### config.mk
export PLATFORM = sky130hd
export DESIGN_NAME = stream_demux
export DESIGN_NICKNAME = d
export VERILOG_FILES = /design/src/rtl/stream_demux_pkg.sv /design/src/rtl/stream_demux_onehot_dec.sv /design/src/rtl/stream_demux.sv
export SDC_FILE = /design/constraint.sdc
export NUM_CORES = 1
export LEC_CHECK = 0
export ABC_AREA = 0
export CORE_MARGIN = 1.5
export CORE_UTILIZATION = 39
export DETAILED_ROUTE_END_ITERATION = 12
export HOLD_SLACK_MARGIN = 0.1
export PLACE_DENSITY = 0.88
export SLEW_MARGIN = 20
export SYNTH_ARGS = -nofsm -noshare
export SYNTH_HDL_FRONTEND = slang
export SYNTH_SLANG_ARGS = --single-unit
### constraint.sdc
create_clock -name clk -period 2.4 [get_ports clk]
set_clock_uncertainty 0.15 [all_clocks]
set_input_delay 0.48 -clock clk [delete_from_list [all_inputs] [get_ports clk]]
set_output_delay 0.48 -clock clk [all_outputs]
set_load 0.01 [all_outputs]
### src/rtl/stream_demux_pkg.sv
// Shared definitions for the stream demultiplexer: FSM state encoding and a
// ceiling-log2 helper used to validate the select width at elaboration.
package stream_demux_pkg;

    // IDLE: nothing pending. HOLD: at least one channel still owes a handshake.
    typedef enum logic {
        ST_IDLE = 1'b0,
        ST_HOLD = 1'b1
    } state_e;

    // Smallest r such that 2**r >= value (0 for value <= 1).
    function automatic int clog2(input int value);
        int result;
        result = 0;
        for (int i = 0; i < 31; i++) begin
            if ((1 << i) < value) begin
                result = i + 1;
            end
        end
        return result;
    endfunction

endpackage

### src/rtl/stream_demux_onehot_dec.sv
// Combinational select decoder: turns a binary channel index into a one-hot
// channel mask and flags whether the index names a channel that exists.
module demux_onehot_dec
    import stream_demux_pkg::*;
#(
    parameter int SEL_W  = 3,
    parameter int NUM_CH = 8
) (
    input  logic [SEL_W-1:0]  sel,
    output logic [NUM_CH-1:0] onehot,
    output logic              in_range
);

    // Decode sel; indices at or above NUM_CH produce an all-zero mask.
    always_comb begin
        onehot   = '0;
        in_range = (int'(sel) < NUM_CH);
        for (int i = 0; i < NUM_CH; i++) begin
            onehot[i] = (int'(sel) == i);
        end
    end

endmodule

### src/rtl/stream_demux.sv
// Registered 1-to-NUM_CH stream demultiplexer. One word is held at a time;
// a pending mask tracks which channels still have to take it. Unicast loads a
// one-hot mask, broadcast loads all ones, out-of-range selects are swallowed
// and counted in a saturating drop counter.
module stream_demux
    import stream_demux_pkg::*;
#(
    parameter int DATA_W = 8,
    parameter int NUM_CH = 8,
    parameter int SEL_W  = 3,
    parameter int CNT_W  = 8
) (
    input  logic              clk,
    input  logic              rst,
    input  logic              in_valid,
    output logic              in_ready,
    input  logic [DATA_W-1:0] in_data,
    input  logic [SEL_W-1:0]  in_sel,
    input  logic              in_bcast,
    output logic [NUM_CH-1:0] out_valid,
    input  logic [NUM_CH-1:0] out_ready,
    output logic [DATA_W-1:0] out_data,
    output logic [CNT_W-1:0]  drop_cnt
);

    if (NUM_CH < 2 || NUM_CH > 32 || SEL_W < clog2(NUM_CH)) begin : g_param_check
        $error("stream_demux: NUM_CH must be 2..32 and SEL_W >= clog2(NUM_CH)");
    end

    state_e              state_q, state_d;
    logic [NUM_CH-1:0]   pend_q, pend_d;
    logic [DATA_W-1:0]   data_q, data_d;
    logic [CNT_W-1:0]    drop_q, drop_d;

    logic [NUM_CH-1:0]   sel_onehot;
    logic                sel_in_range;
    logic [NUM_CH-1:0]   pend_left;
    logic                accept;

    demux_onehot_dec #(
        .SEL_W  (SEL_W),
        .NUM_CH (NUM_CH)
    ) u_dec (
        .sel      (in_sel),
        .onehot   (sel_onehot),
        .in_range (sel_in_range)
    );

    // Channels still owing a handshake after this cycle; when none remain the
    // slot frees up in the same cycle, giving bubble-free back-to-back words.
    always_comb begin
        pend_left = pend_q & ~out_ready;
        in_ready  = (state_q == ST_IDLE) || (pend_left == '0);
        accept    = in_valid && in_ready;
    end

    // Next-state logic: retire handshakes, then load a new word on accept.
    always_comb begin
        pend_d  = pend_left;
        data_d  = data_q;
        drop_d  = drop_q;
        state_d = state_q;
        if (accept) begin
            if (in_bcast) begin
                pend_d = '1;
                data_d = in_data;
            end else if (sel_in_range) begin
                pend_d = sel_onehot;
                data_d = in_data;
            end else begin
                pend_d = '0;
                if (drop_q != {CNT_W{1'b1}}) begin
                    drop_d = drop_q + 1'b1;
                end
            end
        end
        state_d = (pend_d != '0) ? ST_HOLD : ST_IDLE;
    end

    // State, pending mask, held word and drop counter registers.
    always_ff @(posedge clk) begin
        if (rst) begin
            state_q <= ST_IDLE;
            pend_q  <= '0;
            data_q  <= '0;
            drop_q  <= '0;
        end else begin
            state_q <= state_d;
            pend_q  <= pend_d;
            data_q  <= data_d;
            drop_q  <= drop_d;
        end
    end

    assign out_valid = pend_q;
    assign out_data  = data_q;
    assign drop_cnt  = drop_q;

endmodule

==> metrics.txt, run 1 <==
Vert. Die Dim between 50 and 60 um; largest net degree at the start of global routing 19; sequential share of power between 30 and 40%; grt ovf 0; Reg2Reg Launch Point out_valid[1]; Core Area approximately 2200 sq um; status finished, final reports clean; synth cell count leaders 20 x a21oi_1, 17 x dfxtp_1, 9 x o21ai_0; area of the die 2710 sq um; combinational power share around two fifths; sequential area share after synthesis between 30% and 40%; root buf cell clkbuf_4; Worst-path clk slew 0.11 ns; ratio of cells with drive above 1 in the final layout between 20% and 30%; crit start category input port; Max Slew Vio Count 0; Leak ~0.6 nW; pwr/cell area approximately 530 nW/um^2; hold path startpoint out_data[6]; Final Hold Vio Count 0; Port-buffer cells 39; # IOs 48; R2R setup slack approximately 0.25 ns; slew margin rel. ~57%; NetSw roughly 0.26 mW; Remaining DRCs 0; Synth cell types 28; actual slew at the worst max-slew pin approximately 0.65 ns; ANT cells 0; Area contributors post-synth dfxtp_1 36%, a21oi_1 11%, a211oi_1 6.4%; min Tclk post-route between 2 and 2.5 ns; Setup WS post-layout just under 0.07 ns; 1st-iter DRT viols 48; antenna-violating nets left 0; HP Class reg -> reg; Post-synth ARST share 0%; post-place setup slack -0.461 ns; GRT Util Overall between 20% and 30%; Crit Path Max Fanout 3; CTS tree yes; max-cap violation count 0; switch share between 30 and 40%; post-DP HPWL 1900 um; R2R depth 12; post-synth top area cell dfxtp_1; post-route clock period utilization 97.1%; fmax approximately 430 MHz; post-synthesis cell area approximately 940 sq um; P&R area growth vs syn 64.3%; worst-case clock buffer depth 2; Setup crit start out_ready[6]; endpoints failing setup 0; most frequent cell after synthesis a21oi_1; H-tree levels 1; crit end category flop; WS Path Type in -> reg; vias per cell about 5.6; yosys warns 0; initial antenna violation count 0; vias after detailed routing about 1100; Synth Flop Type dfxtp_1; clk_lat worst skew around 0.30 ns; WP data required roughly 2.5 ns; Final Power between 0.8 and 0.9 mW; NumNets Final 196; WL/cell 14.7 um; Syn Area/Cell between 8 and 9 sq um; flops & latches, synth 17; starting density of the core 42.0%; RSZ-0062 raised after global routing no; power share of the clock group about a fifth; Post-synth EDFFs 0; crit path DAT roughly 2.4 ns; Yosys top cell area share 36.3%; R2R Path End state_q; peak supply drop 0.323 mV; CTS sink cnt 17; TritonCTS buffer count 3; first-pass GRT wire length 4610 um; vias in the first global route approximately 1000; Die W ~52 um; Post-Synthesis Cells around 120; crit path capture state_q; setup TNS 0 ns; cell row count 17; Filler cells ~200; P_int 0.556 mW; drt total wl roughly 2900 um; Initial DRT Pass Iterations 5; GP Congestion between 0.8 and 0.9
==> worst min-delay path by stage <==
stage	to	slack, ns	depth (start not counted)
6_report	out_data[6]	0.35	2
5_1_grt	out_data[0]	0.37	2
4_1_cts	out_data[7]	0.33	2
3_5_place_dp	out_data[7]	0.32	2
3_3_place_gp	out_data[7]	0.31	2
2_1_floorplan	out_data[0]	0.35	2
==> layer usage <==
metal | vias to the layer above | share of wire [%] | track usage [%]
li1 | 523 | - | -
met5 | - | 0 | 0
met3 | 10 | 8.5 | 3.74
met1 | 526 | 39 | 27.3
met2 | 69 | 50 | 38.6
met4 | 0 | 3.0 | 16.2
==> registers in the layout, indices dropped and copies added (netlist names) <==
signal / flops
out_valid: 8
state_q: 1
out_data: 8
==> final cells by class <==
cell class	count	area [sq um]	share of cell area, %
well taps	28	35.0	2.27
repair buffers	60	546	35.4
flip-flops and latches	17	340	22.1
multi-input cells	87	578	37.5
clock buffers	3	22.5	1.46
inverters	4	15.0	0.974
clock inverters	1	5.00	0.325
==> layout by cell type (no fill, tap or decap) <==
master           instances
nor4_4                   2
a31oi_4                  1
conb_1                   8
dlygate4sd2_1            2
nand2b_1                 1
dlymetal6s2s_1           2
a31oi_1                  5
buf_4                   21
o32ai_1                  1
nor2b_4                  2
clkdlybuf4s50_1         34
buf_2                    1
a211oi_1                 8
clkbuf_4                 3
inv_2                    1
clkinv_2                 1
a21oi_1                 20
a21boi_1                 1
nor2_1                   5
or4_4                    2
inv_1                    3
a21o_1                   1
nor2b_2                  6
or4_1                    1
o21ai_0                  9
nor3_1                   3
nand3_1                  8
dfxtp_1                 17
o2bb2ai_1                2
a41oi_2                  1
==> cell families after synthesis <==
logic type | Yosys count | share of synthesized area [%]
other | 1 | 0.400
DFF | 17 | 36.3
AOI/OAI and AO/OA | 49 | 31.2
buffers and inverters | 20 | 11.9
and+or+nand+nor | 30 | 20.3
==> power by group through the flow <==
stage	combinational [mW]	clock, mW	sequential [mW]
floorplan	0.135	0	0.337
global placement	0.271	0	0.326
detailed placement	0.279	0	0.327
CTS	0.324	0.159	0.320
global route	0.365	0.174	0.323
finish	0.340	0.159	0.320
==> stage by stage <==
stage	cells	hold slack (ns)	util (%)	instance area, sq um
finish	200	0.349	69.0	1540
global route	200	0.373	69.0	1540
CTS	200	0.334	68.0	1520
detailed placement	189	0.318	62.6	1400
global placement	189	0.315	62.6	1400
floorplan	124	0.348	-	965
==> repair_timing <==
item / CTS / global route
pin swaps: 5 / 4
hold buffers: 0 / 0
buffers inserted: 9 / 0
setup endpoints to repair: 2 / 2
resized for setup: 14 / 6
==> worst max-delay path, stage by stage <==
cell and delay [ns]:
clkdlybuf4s50_1 0.47, nor2b_2 0.06, buf_4 0.14, or4_4 0.50
or4_1 0.44, o2bb2ai_1 0.14, a31oi_1 0.17
(Power assumes the default switching activity.)
==> inputs of run 2 (changes only) <==
--- a/config.mk
+++ b/config.mk
@@ -7,10 +7,10 @@
 export LEC_CHECK = 0
 export ABC_AREA = 0
 export CORE_MARGIN = 1.5
-export CORE_UTILIZATION = 39
+export CORE_UTILIZATION = 42
 export DETAILED_ROUTE_END_ITERATION = 12
 export HOLD_SLACK_MARGIN = 0.1
-export PLACE_DENSITY = 0.88
+export PLACE_DENSITY = 0.93
 export SLEW_MARGIN = 20
 export SYNTH_ARGS = -nofsm -noshare
 export SYNTH_HDL_FRONTEND = slang
==> constraint.sdc (replaced) <==
create_clock -name clk -period 2.8 [get_ports clk]
set_clock_uncertainty 0.15 [all_clocks]
set_input_delay 0.56 -clock clk [delete_from_list [all_inputs] [get_ports clk]]
set_output_delay 0.56 -clock clk [all_outputs]
set_load 0.01 [all_outputs]
==> metrics.txt, run 2 (synthesized netlist as in run 1, its figures left out) <==
status finished, final reports clean (unchanged); crit path DAT 2.70 ns (was 2.40 ns); Vert. Die Dim 50.3 um (was 52.1 um); Leak 0.550 nW (was 0.617 nW); WL/cell 14.0 um (was 14.7 um); Worst-path clk slew 0.11 ns (about the same); slew margin rel. 60.1% (was 56.7%); Crit Path Max Fanout 4 (was 3); Final Non-Filler Cells 191 (was 200); area of the die 2530 sq um (was 2710 sq um); crit end category flop (unchanged); Post-CTS Hold Buffers 0 (unchanged); post-place setup slack -0.201 ns (was -0.461 ns); # IOs 48 (unchanged); CTS sink cnt 17 (unchanged); most frequent cells in the layout 38 x clkdlybuf4s50_1, 20 x a21oi_1, 17 x dfxtp_1 (was 34 x clkdlybuf4s50_1, 21 x buf_4, 20 x a21oi_1); global route hottest layer met2 (unchanged); crit start category input port (unchanged); most common cell after layout, fill and taps aside clkdlybuf4s50_1 (unchanged); TritonCTS buffer count 3 (unchanged); vias after detailed routing 1083 (was 1128); RSZ-0062 raised after global routing no (unchanged); root buf cell clkbuf_4 (unchanged); CTS tree yes (unchanged); post-DP HPWL 1900 um (about the same); starting density of the core 46.0% (was 42.0%); Filler cells 161 (was 196); GRT Util Overall 22.1% (was 23.4%); Remaining DRCs 0 (unchanged); Core Area 2040 sq um (was 2230 sq um); post-route clock period utilization between 90% and 100%; WS Path Type in -> reg (unchanged); Setup WS post-layout 0.161 ns (was 0.0685 ns); ANT cells 0 (unchanged); Port-buffer cells 39 (unchanged); met3 Resource Use GR 3.57% (was 3.74%); M1 GR Usage 26.2% (was 27.3%); Final Power 0.658 mW (was 0.820 mW); H-tree levels 1 (unchanged); placed insts 187 (was 189); pwr/cell area 459 nW/um^2 (was 532 nW/um^2); peak supply drop 0.330 mV (was 0.323 mV); Final Hold Vio Count 0 (unchanged); 1st-iter DRT viols 49 (was 48); setup TNS 0 ns (unchanged); Initial DRT Pass Iterations 4 (was 5); NumNets Final 188 (was 196); Min Hold Slack 0.341 ns (was 0.349 ns); vias per cell 5.67 (was 5.64); largest net degree at the start of global routing 19 (unchanged); grt ovf 0 (unchanged); fmax about 380 MHz; Max Slew Vio Count 0 (unchanged); # Post-CTS Setup Buffers 0 (was 9); ratio of cells with drive above 1 in the final layout 14.6% (was 23.8%); drt total wl 2680 um (was 2950 um); WP data required 2.86 ns (was 2.47 ns); antenna-violating nets left 0 (unchanged); P&R area growth vs syn 52.9% (was 64.3%); min Tclk post-route between 2 and 3 ns; Die W 50.3 um (was 52.1 um); first-pass GRT wire length 4230 um (was 4610 um); GP Congestion 0.865 (was 0.863); endpoints failing setup 0 (unchanged); cell row count 16 (was 17); initial antenna violation count 0 (unchanged); met2 Usage GRT 37.1% (was 38.6%); HP Class reg -> reg (unchanged); worst-case clock buffer depth 2 (unchanged); max-cap violation count 0 (unchanged); clk_lat worst skew 0.30 ns (about the same); actual slew at the worst max-slew pin 0.597 ns (was 0.648 ns); vias in the first global route 1005 (was 1031)
## run 2: layer usage
layer | vias to the layer above | part of all wire [%]
met5 | - | 0
met4 | 0 | 2.4
met3 | 9 | 7.1
met1 | 501 | 39
li1 | 509 | -
met2 | 64 | 51
## run 2: worst paths after layout
kind | startpoint | to | slack (ns) | cells past startpoint
worst max-delay path | out_ready[5] | state_q | 0.16 | 7
worst min register to register | out_data[1] | out_data[1] | 0.34 | 2
worst min-delay path | out_data[1] | out_data[1] | 0.34 | 2
worst max register to register | out_valid[5] | state_q | 0.53 | 6
## run 2: critical path, stage by stage
cell             delay [ns]
clkdlybuf4s50_1        0.51
nor2b_4                0.06
buf_4                  0.14
or4_4                  0.54
or4_1                  0.53
o2bb2ai_1              0.16
a31oi_1                0.21
## run 2: report_power, final
| group | internal [mW] | switching, mW |
|---|---|---|
| logic | 0.131 | 0.115 |
| clock network | 0.0534 | 0.0841 |
| registers | 0.264 | 0.0106 |
## run 2: cell type report
type | count | area (sq um) | share of cell area (%)
Clock buffer | 3 | 22.5 | 1.57
Tap cell | 27 | 33.8 | 2.35
Multi-Input combinational cell | 87 | 532 | 37.1
Sequential cell | 17 | 340 | 23.7
Inverter | 4 | 15.0 | 1.05
Timing Repair Buffer | 52 | 487 | 33.9
Clock inverter | 1 | 5.00 | 0.349
## run 2: through the flow
step / utilization (%) / instance area, sq um
after floorplan: - / 965
after global placement: 68.1 / 1390
after detailed placement: 68.1 / 1390
after CTS: 70.3 / 1440
after global routing: 70.3 / 1440
final: 70.3 / 1440
## run 2: timing repair
item | in CTS | in global routing
endpoints found under the hold margin | 0 | 0
resized for setup | 4 | 0
endpoints found under the setup margin | 1 | 0
